--- config.mk ---
export PLATFORM = sky130hd
export DESIGN_NAME = minmaxf_pipe
export DESIGN_NICKNAME = d
export VERILOG_FILES = /design/src/rtl/minmaxf_pipe.sv
export SDC_FILE = /design/constraint.sdc
export NUM_CORES = 1
export LEC_CHECK = 0
export ABC_CLOCK_PERIOD_IN_PS = 2400
export CAP_MARGIN = 30
export CELL_PAD_IN_SITES_DETAIL_PLACEMENT = 0
export CELL_PAD_IN_SITES_GLOBAL_PLACEMENT = 2
export CORE_ASPECT_RATIO = 1.4
export CORE_MARGIN = 1
export CORE_UTILIZATION = 27
export DETAILED_ROUTE_END_ITERATION = 8
export HOLD_SLACK_MARGIN = 0.06
export PLACE_DENSITY = 0.9
export SYNTH_ARGS = -nofsm -noshare
export SYNTH_HDL_FRONTEND = slang
export SYNTH_SLANG_ARGS = --single-unit
--- constraint.sdc ---
create_clock -name clk -period 2.4 [get_ports clk]
set_input_delay 0.48 -clock clk [delete_from_list [all_inputs] [get_ports clk]]
set_output_delay 0.48 -clock clk [all_outputs]
set_load 0.005 [all_outputs]
--- src/rtl/minmaxf_pipe.sv ---
// -----------------------------------------------------------------------------
// minmaxf_pipe
//
// Parametrised floating-point minimum/maximum with a two-operand join on the
// input side and an elastic pipeline of LATENCY stages on the output side.
// Each stage stalls on its own: a bubble is filled even while the output is
// blocked, so the pipeline can hold LATENCY items.
//
// The arithmetic is combinational from lhs/rhs and is registered into stage 1.
// The data path has no combinational input-to-output path. The ready chain
// from result_ready back to lhs_ready/rhs_ready is combinational.
//
// Parameters:
//   EXP_WIDTH   exponent field width
//   FRAC_WIDTH  fraction field width (DATA_WIDTH = 1 + EXP_WIDTH + FRAC_WIDTH)
//   LATENCY     pipeline stages from operand fire to result valid (1..8)
//   IS_MAX      0 = minimum, 1 = maximum
//   NAN_MODE    0 = any NaN gives the canonical qNaN
//               1 = prefer the number; two NaNs give the canonical qNaN
//
// Ports:
//   clk                      rising-edge clock
//   rst                      asynchronous, active-low reset
//   lhs, lhs_valid/ready     left operand handshake
//   rhs, rhs_valid/ready     right operand handshake
//   result, result_valid     registered result (last pipeline stage)
//   result_ready             downstream ready
// -----------------------------------------------------------------------------
module minmaxf_pipe #(
    parameter int EXP_WIDTH  = 8,
    parameter int FRAC_WIDTH = 23,
    parameter int LATENCY    = 1,
    parameter int IS_MAX     = 0,
    parameter int NAN_MODE   = 0,
    localparam int DATA_WIDTH = 1 + EXP_WIDTH + FRAC_WIDTH
) (
    input  logic                  clk,
    input  logic                  rst,
    input  logic [DATA_WIDTH-1:0] lhs,
    input  logic                  lhs_valid,
    output logic                  lhs_ready,
    input  logic [DATA_WIDTH-1:0] rhs,
    input  logic                  rhs_valid,
    output logic                  rhs_ready,
    output logic [DATA_WIDTH-1:0] result,
    output logic                  result_valid,
    input  logic                  result_ready
);

    // Exponent field mask and the canonical quiet NaN:
    // sign 0, exponent all ones, only the fraction MSB set.
    localparam logic [DATA_WIDTH-1:0] EXP_MASK =
        ((DATA_WIDTH'(1'b1) << EXP_WIDTH) - DATA_WIDTH'(1'b1)) << FRAC_WIDTH;
    localparam logic [DATA_WIDTH-1:0] CANON_NAN =
        EXP_MASK | (DATA_WIDTH'(1'b1) << (FRAC_WIDTH - 1));

    // A value is NaN when its exponent is all ones and its fraction is nonzero.
    function automatic logic is_nan(input logic [DATA_WIDTH-1:0] x);
        return ((x & EXP_MASK) == EXP_MASK) &&
               (x[FRAC_WIDTH-1:0] != {FRAC_WIDTH{1'b0}});
    endfunction

    // Sign-magnitude ordering of non-NaN values. When the signs differ, the
    // negative value is smaller, so -0 orders below +0. Among negative values,
    // the larger magnitude is the smaller value.
    function automatic logic less_than(input logic [DATA_WIDTH-1:0] a,
                                       input logic [DATA_WIDTH-1:0] b);
        logic lt;
        if (a[DATA_WIDTH-1] != b[DATA_WIDTH-1]) begin
            lt = a[DATA_WIDTH-1];
        end else if (a[DATA_WIDTH-1] == 1'b0) begin
            lt = (a[DATA_WIDTH-2:0] < b[DATA_WIDTH-2:0]);
        end else begin
            lt = (a[DATA_WIDTH-2:0] > b[DATA_WIDTH-2:0]);
        end
        return lt;
    endfunction

    // Select the min/max according to the NaN policy. Only a strict win moves
    // the choice to b, so equal operands return a (the lhs) bit-exactly.
    function automatic logic [DATA_WIDTH-1:0] select(input logic [DATA_WIDTH-1:0] a,
                                                     input logic [DATA_WIDTH-1:0] b);
        logic [DATA_WIDTH-1:0] res;
        logic a_nan;
        logic b_nan;
        a_nan = is_nan(a);
        b_nan = is_nan(b);
        if (a_nan && b_nan) begin
            res = CANON_NAN;
        end else if (a_nan || b_nan) begin
            if (NAN_MODE != 32'sd0) begin
                res = a_nan ? b : a;
            end else begin
                res = CANON_NAN;
            end
        end else if (IS_MAX != 32'sd0) begin
            res = less_than(a, b) ? b : a;
        end else begin
            res = less_than(b, a) ? b : a;
        end
        return res;
    endfunction

    logic [DATA_WIDTH-1:0] pick_s;
    logic                  fire_s;
    logic [LATENCY-1:0]    s_ready_s;      // s_ready_s[k-1]: stage k can load
    logic [LATENCY:1]      v_r;            // per-stage valid
    logic [DATA_WIDTH-1:0] data_r [1:LATENCY];
    logic [LATENCY-1:0]    up_v_s;         // up_v_s[k-1]: valid offered to stage k
    logic [DATA_WIDTH-1:0] up_d_s [LATENCY];

    // Combinational min/max of the current operand pair.
    always_comb begin
        pick_s = select(lhs, rhs);
    end

    // Ready chain from the output back to the join. A stage can load when it is
    // empty or when the stage after it can load.
    always_comb begin
        logic rdy;
        rdy       = result_ready;
        s_ready_s = {LATENCY{1'b0}};
        for (int k = LATENCY; k >= 1; k--) begin
            rdy            = ~v_r[k] | rdy;
            s_ready_s[k-1] = rdy;
        end
    end

    // Join: both operands are consumed together, and never one alone.
    always_comb begin
        fire_s    = lhs_valid & rhs_valid & s_ready_s[0];
        lhs_ready = rhs_valid & s_ready_s[0];
        rhs_ready = lhs_valid & s_ready_s[0];
    end

    // Upstream view for each stage: stage 1 takes the join, and every later
    // stage takes the stage before it.
    always_comb begin
        up_v_s    = {LATENCY{1'b0}};
        up_v_s[0] = fire_s;
        up_d_s[0] = pick_s;
        for (int k = 1; k < LATENCY; k++) begin
            up_v_s[k] = v_r[k];
            up_d_s[k] = data_r[k];
        end
    end

    // Pipeline stages. Each stage loads independently when its ready is high.
    // The data register loads only with a valid item, so it keeps its cleared
    // value until real data arrives.
    always_ff @(posedge clk or negedge rst) begin
        if (!rst) begin
            v_r <= {LATENCY{1'b0}};
            for (int k = 1; k <= LATENCY; k++) begin
                data_r[k] <= {DATA_WIDTH{1'b0}};
            end
        end else begin
            for (int k = 1; k <= LATENCY; k++) begin
                if (s_ready_s[k-1]) begin
                    v_r[k] <= up_v_s[k-1];
                    if (up_v_s[k-1]) begin
                        data_r[k] <= up_d_s[k-1];
                    end else begin
                        data_r[k] <= data_r[k];
                    end
                end else begin
                    v_r[k]    <= v_r[k];
                    data_r[k] <= data_r[k];
                end
            end
        end
    end

    // Output is taken straight from the last stage's registers.
    always_comb begin
        result       = data_r[LATENCY];
        result_valid = v_r[LATENCY];
    end

endmodule

* Word level (Yosys, flattened, before mapping)
Cells that the tools add are included.
Storage, ports and cells: register bits after elaboration 33, bits in latches 0, bits in writable memories 0, bits in read-only memories 0, output and inout port bits 35, memories kept 0
Cells by class: $add $sub $neg 0, multiply operators 0, divide/modulo/power cells 0, order comparisons 2, equality and inequality tests 3, shifts and indexed selects 0, multiplexer cells 7, bitwise gates (word level) 6, reduce and logical (&&, ||, !) cells 7
Operator list (count):
- $mux W32 | 3
- $reduce_bool A23 Y1 | 2
- $gt A31 B31 Y1 | 1
- $lt A31 B31 Y1 | 1
- $eq A8 B8 Y1 const B | 2
- $and A1 B1 Y1 | 4
- $mux W1 | 4
- $logic_and A1 B1 Y1 | 3
- $reduce_and A2 Y1 | 1
- $logic_or A1 B1 Y1 | 1
- $ne A1 B1 Y1 | 1
- $not A1 Y1 | 1
- $or A1 B1 Y1 | 1

* Logic depth before layout (Yosys ltp)
depth in word-level cells 8, depth in mapped cells 10, mapped depth without buffers 8

* Least setup slack after synthesis
OpenSTA, ideal clock, no wires.
path kind input to register, from in lhs[4], to reg data_r, in the netlist result[10], library setup time 87 ps, arrival time 2363 ps, required time 2313 ps, setup slack -49 ps, cell stages on the path 9, cell sequence inv_1 ha_1 a211oi_1 nor2_1 o31a_1 o211a_1 or3_1 clkbuf_1 o211ai_1
Between the ends: cells in the longest elaborated chain, start to end 8
RTL lines:
- start: declaration | line 39 | input logic [DATA_WIDTH-1:0] lhs,
- $lt A31 B31 Y1 or $gt A31 B31 Y1 (tied branches) | line 72, 74
- $mux W1 | line 71 | end else if (a[DATA_WIDTH-1] == 1'b0) begin
- $mux W1 | line 69 | if (a[DATA_WIDTH-1] != b[DATA_WIDTH-1]) begin
- $mux W1 | line 90 | end else if (a_nan || b_nan) begin
- $mux W1 | line 88 | if (a_nan && b_nan) begin
- $mux W32 | line 99 | res = less_than(b, a) ? b : a;
- $mux W32 | line 90
- $mux W32 * | line 88
- end signal: indexed assignment | line 155 | data_r[k] <= {DATA_WIDTH{1'b0}};
- end signal: indexed assignment | line 162 | data_r[k] <= up_d_s[k-1];
- end signal: indexed assignment | line 164 | data_r[k] <= data_r[k];
- end: declaration | line 108 | logic [DATA_WIDTH-1:0] data_r [1:LATENCY];
Every way passes the cells marked *; elsewhere a longest branch is shown, timed or not. The select of a mux whose other input is x is not followed. A chain may end at the register's enable or synchronous reset.

* Final worst setup path
from in rhs[7], to reg data_r, in the netlist result[5]
Between the ends: cells in the longest elaborated chain, start to end 8
RTL lines:
- start: declaration | line 42 | input logic [DATA_WIDTH-1:0] rhs,
- $lt A31 B31 Y1 or $gt A31 B31 Y1 (tied branches) | line 72, 74
- $mux W1 | line 71
- $mux W1 | line 69
- $mux W1 | line 90
- $mux W1 | line 88
- $mux W32 | line 99
- $mux W32 | line 90
- $mux W32 * | line 88
Marked as above.

==> PnR_summary.wiki <==
{| class="wikitable"
! Metric !! Value
|-
| Final routed wirelength across all metal layers || 16700 microns
|-
| Core area || 11800 sq um
|-
| Pwr dens || 437 nW/um^2
|-
| CTS tree || built
|-
| Comb power frac || 49.1%
|-
| Clock buffers created by TritonCTS || 5
|-
| CTS root buffer || sky130_fd_sc_hd__clkbuf_16
|-
| Period utilisation layout || 99.0%
|-
| Wire length of the first global-routing pass || 25000 microns
|-
| Share of the synthesized area in the top cell type || 25.5%
|-
| Antenna diode count || 0
|-
| Maximum number of pins on one net before global-route repair || 34
|-
| Kind of start point of the critical path || primary input
|-
| Die height || 132 microns
|-
| Total of fill cells in the finished design || 1026
|-
| Die boundary width || 94.6 microns
|-
| Crit path buffers/inverters || 2
|-
| Number of sinks handled by clock tree synthesis || 33
|-
| Pins Over Slew Limit || 0
|-
| Sequential element share of the synthesized area || 25.5%
|-
| # IOs || 104
|-
| Final Worst Setup Slack || 24.2 ps
|-
| Largest cells by area after synthesis || sky130_fd_sc_hd__dfrtp_1 25%, sky130_fd_sc_hd__ha_1 12%, sky130_fd_sc_hd__o211ai_1 10%
|-
| Number of nets in the synthesized netlist || 479
|-
| Reg clk slew, reported paths || 60 ps
|-
| Highest clock rate || 421 MHz
|-
| P&R area growth vs syn || 96.5%
|-
| Critical path's top delay family || compound AO/OA/AOI/OAI gates
|-
| Highest fanout seen on the critical path || 9
|-
| Proportion of layout cells with a drive suffix above 1 || 51.8%
|-
| Top cells by instance count after synthesis || 44 x sky130_fd_sc_hd__o211ai_1, 35 x sky130_fd_sc_hd__inv_1, 33 x sky130_fd_sc_hd__dfrtp_1, 32 x sky130_fd_sc_hd__ha_1, 32 x sky130_fd_sc_hd__nand2_1
|-
| Fraction of power consumed by the clock network || 23.7%
|-
| Leakage power summed over all cells || 2.61 nW
|-
| Port Buf Inserts || 103
|-
| Leading register cell type out of synthesis || sky130_fd_sc_hd__dfrtp_1
|-
| Final total negative setup slack || 0 ps
|-
| Crit path max-delay cell type || sky130_fd_sc_hd__o311ai_1
|-
| Clock insertion delay at the later pin of the skew report || 290 ps
|-
| Vias || 4407
|-
| Switching share of power || 34.9%
|-
| Area of the mapped netlist || 3240 sq um
|-
| Post-synth ARST share || 100%
|-
| Outcome || finished clean
|-
| Wire per inst || 23.2 microns
|-
| # DRC || 0
|-
| Post-synth cell types || 37
|-
| Router iterations before antenna repair || 5
|-
| Area used by multi-input combinational logic || 3070 sq um
|-
| Int Power || 0.00182 W
|-
| Cell accounting for the most synthesized area || sky130_fd_sc_hd__dfrtp_1
|-
| Row Count || 47
|-
| Number of max-cap violations || 0
|-
| Ys Warns || 0
|-
| H-tree levels || 2
|-
| Number of global-route vias before repair || 4570
|-
| Iter 0 DRT Violations || 348
|-
| Die outline area || 12500 sq um
|-
| GRT Total Usage || 26.3%
|-
| Hold-fix buffer count after cts || 0
|-
| Final Critical Period || 2380 ps
|-
| Worst ir drop on vdd || 0.000250 V
|-
| Cell with the most instances after synthesis || sky130_fd_sc_hd__o211ai_1
|-
| Net switching component of the power || 0.000972 W
|-
| Cells traversed along the worst timing path || dlygate4sd2_1 -> ha_1 -> a21oi_2 -> o21a_1 -> o221ai_4 -> o211a_4 -> buf_4 -> o311ai_1 -> o211ai_1
|-
| Mean instance size in the synthesized netlist || 8.58 sq um
|-
| Number of hold violations in the final report || 0
|-
| Proportion of power drawn by flip-flops and latches || 27.2%
|-
| Min-Delay Path Class || in -> reg
|-
| Arr. time, crit path || 2520 ps
|-
| Via-per-instance ratio || 6.14
|-
| Setup-violating endpoint count in the final report || 0
|-
| Aggregate global routing overflow || 0
|-
| Count of state elements after synthesis || 33
|-
| Antenna Violating Nets Remaining || 0
|-
| Setup skew after layout || 5.09 ps
|-
| Number of synthesized flops with an enable pin || 0
|-
| Initial core utilization || 27.6%
|-
| Number of antenna violations at the first check in global routing || 0
|-
| GPL Wtd Cong || 0.834
|-
| Post-Synthesis Cells || 378
|-
| Worst EP required || 2550 ps
|-
| Transition at the pin with the smallest max-transition slack || 525 ps
|-
| Startpoint-to-endpoint class of the critical path || in -> reg
|-
| Detail Placement HPWL || 9570 microns
|-
| Post-Place Worst Slack || -754 ps
|-
| Kind of capture point of the worst setup path || flip-flop
|-
| Number of nets in the layout || 671
|-
| Storage cell area || 826 sq um
|-
| Maximum single-stage delay on the critical path || 370 ps
|-
| Clock Path Buffers || 2
|-
| Slew HR || 65.0%
|}
## sequential cells by signal, summed over array words and instances, names as in the netlist
name / flops
result: 32
result_valid: 1
## kinds of logic (layout without fill, tap and decap cells)
kind of cell               after synthesis  count (layout)  synth area share (%)
and+or+nand+nor                         87              90                  14.2
DFF                                     33              33                  25.5
buffers and inverters                   72             262                  9.18
adders and majority gates               32              32                  12.3
AOI/OAI and AO/OA                      154             154                  38.8
## power by group through the flow
stage,Clock [W],Combinational [W],Sequential [W]
2_1_floorplan,0,0.000422,0.000759
3_3_place_gp,0,0.00104,0.000768
3_5_place_dp,0,0.00106,0.000766
4_1_cts,0.000665,0.00127,0.000759
5_1_grt,0.000682,0.00146,0.000770
6_report,0.000661,0.00137,0.000758
## cell type report
cell class | instances | share of cell area, %
inverter | 35 | 2.06
tap | 147 | 2.89
clock buffer | 6 | 2.02
sequential | 33 | 13.0
clock inverter | 2 | 0.157
timing repair buffer | 219 | 31.7
multi-input combinational | 276 | 48.2
## timing repair
action / in CTS / in global routing
buffers inserted: 12 / 11
gates resized for setup: 238 / 156
endpoints found under the setup margin: 32 / 31
pin swaps: 48 / 56
gates cloned: 10 / 4
## worst paths after layout
check,start,to,slack (ps),depth (start not counted)
min in group asynchronous,rst,result[9],630,2
max,rhs[7],result[5],20,9
min,lhs[18],result[18],470,3
max in group asynchronous,rst,result[12],1400,2
max reg2reg,result_valid,result[14],330,7
min reg2reg,result[31],result[31],580,2
## cell usage in the layout, fill, tap and decap left out, types with 7 or more instances in the layout
cell,count
sky130_fd_sc_hd__buf_2,9
sky130_fd_sc_hd__inv_1,14
sky130_fd_sc_hd__o311a_1,9
sky130_fd_sc_hd__o41a_1,21
sky130_fd_sc_hd__o211ai_1,44
sky130_fd_sc_hd__nand2b_1,10
sky130_fd_sc_hd__a21oi_1,7
sky130_fd_sc_hd__clkbuf_16,8
sky130_fd_sc_hd__ha_1,11
sky130_fd_sc_hd__dfrtp_1,33
sky130_fd_sc_hd__nand2_1,31
sky130_fd_sc_hd__a211oi_2,16
sky130_fd_sc_hd__nand4_1,14
sky130_fd_sc_hd__o311ai_1,12
sky130_fd_sc_hd__buf_16,7
sky130_fd_sc_hd__inv_2,21
sky130_fd_sc_hd__ha_4,20
sky130_fd_sc_hd__buf_6,19
sky130_fd_sc_hd__buf_4,78
sky130_fd_sc_hd__clkbuf_2,45
sky130_fd_sc_hd__nor4_4,7
sky130_fd_sc_hd__buf_12,11
sky130_fd_sc_hd__o41ai_4,7
sky130_fd_sc_hd__clkdlybuf4s50_1,41
## stage by stage
step,total power (W),instances,utilization [%],cell area (sq um),hold slack [ps]
3_3_place_gp,0.00181,678,43.0,5060,551
3_5_place_dp,0.00183,678,43.0,5060,562
2_1_floorplan,0.00118,378,-,3260,184
5_1_grt,0.00292,718,54.2,6370,483
4_1_cts,0.00269,705,52.3,6150,514
6_report,0.00279,718,54.2,6370,467
## worst register-to-register path, stage by stage (launching register included)
cell and delay (ps):
sky130_fd_sc_hd__dfrtp_1 390, sky130_fd_sc_hd__nand2b_1 100, sky130_fd_sc_hd__and2_4 150, sky130_fd_sc_hd__nand2_1 100
sky130_fd_sc_hd__or3_4 540, sky130_fd_sc_hd__buf_16 200, sky130_fd_sc_hd__o41a_1 420, sky130_fd_sc_hd__o211ai_1 90
## routing by layer
layer | up-vias | part of all wire, % | global-route usage, %
met5 | - | 0 | 0
met4 | 0 | 6.2 | 13.5
met3 | 82 | 7.0 | 4.86
met2 | 269 | 50 | 44.3
met1 | 2135 | 37 | 31.1
li1 | 1921 | - | -
Power figures use the tool's default switching activity.
